===== config.mk =====
export PLATFORM = sky130hd
export DESIGN_NAME = serial_subtractor
export DESIGN_NICKNAME = d
export VERILOG_FILES = /design/src/rtl/serial_sub_pkg.sv /design/src/rtl/full_subtractor.sv /design/src/rtl/serial_subtractor.sv
export SDC_FILE = /design/constraint.sdc
export NUM_CORES = 1
export LEC_CHECK = 0
export ABC_AREA = 1
export CAP_MARGIN = 20
export CORE_MARGIN = 2
export CORE_UTILIZATION = 46
export CTS_CLUSTER_DIAMETER = 80
export DETAILED_ROUTE_END_ITERATION = 8
export PLACE_DENSITY = 0.82
export SLEW_MARGIN = 20
export SYNTH_ARGS = -nofsm -noshare
export SYNTH_HDL_FRONTEND = slang
export SYNTH_SLANG_ARGS = --single-unit

===== constraint.sdc =====
create_clock -name clk -period 1.2 [get_ports clk]
set_clock_uncertainty 0.1 [all_clocks]
set_input_delay 0.12 -clock clk [delete_from_list [all_inputs] [get_ports clk]]
set_output_delay 0.12 -clock clk [all_outputs]
set_load 0.02 [all_outputs]

===== src/rtl/serial_sub_pkg.sv =====
// Shared types and defaults for the bit-serial subtractor.
package serial_sub_pkg;

  localparam int SERIAL_SUB_WIDTH_DEF = 8;

  typedef enum logic [1:0] {
    IDLE = 2'd0,
    RUN  = 2'd1,
    DONE = 2'd2
  } state_t;

endpackage


===== src/rtl/full_subtractor.sv =====
// One-bit full subtractor built from gate primitives: d = a - b - bin.
module full_subtractor (
  output logic d,
  output logic bout,
  input  logic a,
  input  logic b,
  input  logic bin
);

  logic t, na, nt, g, p;

  xor x0 (t, a, b);
  xor x1 (d, t, bin);
  not n0 (na, a);
  not n1 (nt, t);
  and g0 (g, na, b);
  and g1 (p, nt, bin);
  or  o0 (bout, g, p);

endmodule


===== src/rtl/serial_subtractor.sv =====
// Bit-serial a - b, LSB first, one bit per clock with start/busy/done handshake.
// Optional signed-overflow output is enabled by defining SERIAL_SUB_OVF_EN.
module serial_subtractor
  import serial_sub_pkg::*;
#(
  parameter int WIDTH = SERIAL_SUB_WIDTH_DEF
) (
  input  logic             clk,
  input  logic             rst,
  input  logic             start,
  input  logic [WIDTH-1:0] a,
  input  logic [WIDTH-1:0] b,
  output logic             busy,
  output logic             done,
  output logic [WIDTH-1:0] diff,
  output logic             borrow_out
`ifdef SERIAL_SUB_OVF_EN
  ,
  output logic             ovf
`endif
);

  localparam int CW = (WIDTH > 1) ? $clog2(WIDTH) : 1;
  localparam logic [CW-1:0] LAST = CW'(WIDTH - 1);

  state_t           state;
  logic [CW-1:0]    cnt;
  logic [WIDTH-1:0] a_sh, b_sh;
  logic [WIDTH-2:0] res_sh;
  logic             bq;
  logic             d, bout;
  logic [WIDTH-1:0] res_next;

  full_subtractor u_fs (
    .d   (d),
    .bout(bout),
    .a   (a_sh[0]),
    .b   (b_sh[0]),
    .bin (bq)
  );

  // Newest bit enters at the MSB; on the last bit this is the full result.
  assign res_next = {d, res_sh};

  assign busy = (state == RUN);
  assign done = (state == DONE);

  always_ff @(posedge clk) begin
    if (rst) begin
      state      <= IDLE;
      cnt        <= '0;
      a_sh       <= '0;
      b_sh       <= '0;
      res_sh     <= '0;
      bq         <= 1'b0;
      diff       <= '0;
      borrow_out <= 1'b0;
`ifdef SERIAL_SUB_OVF_EN
      ovf        <= 1'b0;
`endif
    end else begin
      case (state)
        IDLE, DONE: begin
          if (start) begin
            state <= RUN;
            a_sh  <= a;
            b_sh  <= b;
            bq    <= 1'b0;
            cnt   <= '0;
          end else begin
            state <= IDLE;
          end
        end
        RUN: begin
          a_sh   <= a_sh >> 1;
          b_sh   <= b_sh >> 1;
          res_sh <= res_next[WIDTH-1:1];
          bq     <= bout;
          if (cnt == LAST) begin
            state      <= DONE;
            diff       <= res_next;
            borrow_out <= bout;
`ifdef SERIAL_SUB_OVF_EN
            // On the last bit the shift registers hold the captured operand sign bits.
            ovf        <= (a_sh[0] != b_sh[0]) && (d != a_sh[0]);
`endif
          end else begin
            cnt <= cnt + 1'b1;
          end
        end
        default: state <= IDLE;
      endcase
    end
  end

endmodule


==> out/qor.yml <==
outcome: "complete, but fails checks"
violations: "setup timing"
syn_avg_cell_area_um2: 7.479
io-pin-count: 30
syn_inst: 221
ys_seq_elements: 38
synth.distinct_cells: 21
yosys-top-cells-count: "nand3_1, dfxtp_1, nor2_1, nand2_1, inv_1"
drt_first_pass_iters: 4
netlist_area_um2: 1653
power_mw: 2.814
grt_pass1_wl_um: 6023
dieArea_um2: 4088
synth.area.top_cells: "dfxtp_1, nand3_1, nor2_1"
io_buffer_count: 29
htree_levels: 2
rsz0062_at_grt: "yes"
placementRows: 21
grt_use_met1_pct: 20.55
clk_pin_slew_ns: 0.12
fillers: 230
async_reset_ff_share_pct: 0
maxCapViolCount: 0
endpoint_kind: "flop"
timing.fmax_ghz: 0.7537
place.gp.congestion: 0.7571
num_antenna_cells: 0
drc_errors: 0
critPathKind: "flop to flop"
hold-worst-slack_ns: 0.2379
synthFlopType: "dfxtp_1"
yosys.area_share.simple_pct: 34.75
drive_gt1_share_pct: 39.55
ant_nets: 0
finalHoldViolations: 0
use_met3_pct: 3.873
dieHeight_um: 63.94
fin_area_um2: 2519
min_period_ns: 1.327
grt-ovfl-total: 0
worst_slew_pin_slew_ns: 0.3782
power_density_nw_per_um2: 1117
vdd_drop_max_mv: 0.9045
cts_hold_buffers: 0
synth_top_cell_area_share_pct: 46.03
hpwl_um: 2305
finalSetupViolCount: 24
synthMuxAreaShare_pct: 0
core_um2: 3390
place_area_um2: 2062
synth_nets: 243
synth_top_area_cell: "dfxtp_1"
cts.sinks: 38
synth-compound-area-share_pct: 5.148
wire_per_inst_um: 15.46
clk-insertion-delay-late_ns: 0.35
use_met2_pct: 33.85
yosysMostFrequentCell: "nand3_1"
synth_edf_count: 0
dr.first_iter.drc_count: 167
die_w_um: 63.94
wl_um: 4853
fin_cells: 314
start_util_pct: 48.76
routed_via_density: 5.354
p_leak_nw: 1.073
grt_antenna_before_repair: 0
synth_top_family_by_area: "simple AND/OR/NAND/NOR gates"
clock_path_buffers: 2
fin_crit_sh_pct: 110.6
cp_max_fo: 2
synth_xor_area_share_pct: 0
cts-buffers-inserted: 5
vias: 1681
cp_data_required_time_ns: 1.38
relSlewSlack_pct: 74.71
synth_seq_area_share_pct: 46.03
finalSetupTns_ns: -1.356
cp.arrival_ns: 1.51
setup_ws_ns: -0.1268
grt_start_max_net_pins: 37
cts_tree: "built"
placed_cells: 299
cts_root_buf: "clkbuf_4"
nets: 289
cp-start-kind: "flop"
syn_to_final_growth_pct: 52.38
synth_adder_area_share_pct: 2.725
busiest_layer: "met2"
hold_path_class: "primary input to flop"
gr-usage-all-layers_pct: 18.76
drv_slew: 0
ys.warnings.count: 0
grt_pass1_vias: 1469
==> metal layers <==
layer | vias to the layer above | wire (um)
met4 | 0 | 105
met1 | 797 | 1837
met3 | 13 | 266
met2 | 64 | 2643
li1 | 807 | -
met5 | - | 0
==> what timing repair did <==
item	4_1_cts	5_1_grt
buffers inserted	0	3
endpoints found under the setup margin	43	42
cloned	1	3
hold endpoints to repair	0	0
pin swaps	9	15
resized for setup	66	63
==> critical path, stage by stage, from the launching register on <==
cell     delay, ns
dfxtp_2       0.35
inv_2         0.04
fa_2          0.57
o21ai_1       0.08
nor2_1        0.12
==> flip-flops by register name, indices dropped and copies added (netlist names) <==
name,count
state,2
borrow_out,1
diff,8
b_sh,8
a_sh,8
bq,1
res_sh,7
cnt,3
==> through the flow <==
| step | utilization (%) | setup slack [ns] |
|---|---|---|
| floorplan | - | -0.005990 |
| global placement | 60.83 | -0.1673 |
| detailed placement | 60.83 | -0.1987 |
| CTS | 66.59 | -0.06039 |
| global route | 74.31 | -0.1810 |
| finish | 74.31 | -0.1268 |
==> cell usage in the layout, fill, tap and decap left out, drive strengths merged, types with 2 or more instances in the layout <==
cell / instances
nand3: 40
dfxtp: 38
nand2: 38
nor2: 36
buf: 29
inv: 23
clkdlybuf4s50: 18
nor3: 14
o21ai: 10
clkbuf: 8
a21oi: 7
ha: 2
clkinv: 2
==> worst paths after layout <==
check	from	end	slack (ns)	depth (start not counted)
worst min register to register	diff[5]	diff[5]	0.37	2
worst max register to register	b_sh[0]	res_sh[6]	-0.13	4
worst max-delay path	b_sh[0]	res_sh[6]	-0.13	4
worst min-delay path	b[7]	b_sh[7]	0.24	3
==> final cells by class <==
class	count	area [um^2]	area share, %
Tap cell	46	57.56	2.285
Timing Repair Buffer	48	510.5	20.27
Multi-Input combinational cell	150	1016	40.34
Sequential cell	38	767.0	30.45
Clock inverter	1	5.005	0.1987
Clock buffer	7	55.05	2.186
Inverter	24	107.6	4.272
==> logic make-up after synthesis <==
family,count (synthesis)
flops,38
fa+ha+maj,3
simple gates,128
compound gates,17
buf+inv,35
==> where the power goes <==
group	switching [mW]	internal (mW)	leakage [nW]
registers	0.0482	1.35	0.314
logic	0.384	0.324	0.724
clock network	0.425	0.284	0.0353
total	0.856	1.96	1.07
No activity file was read; power rests on OpenSTA's default activity.
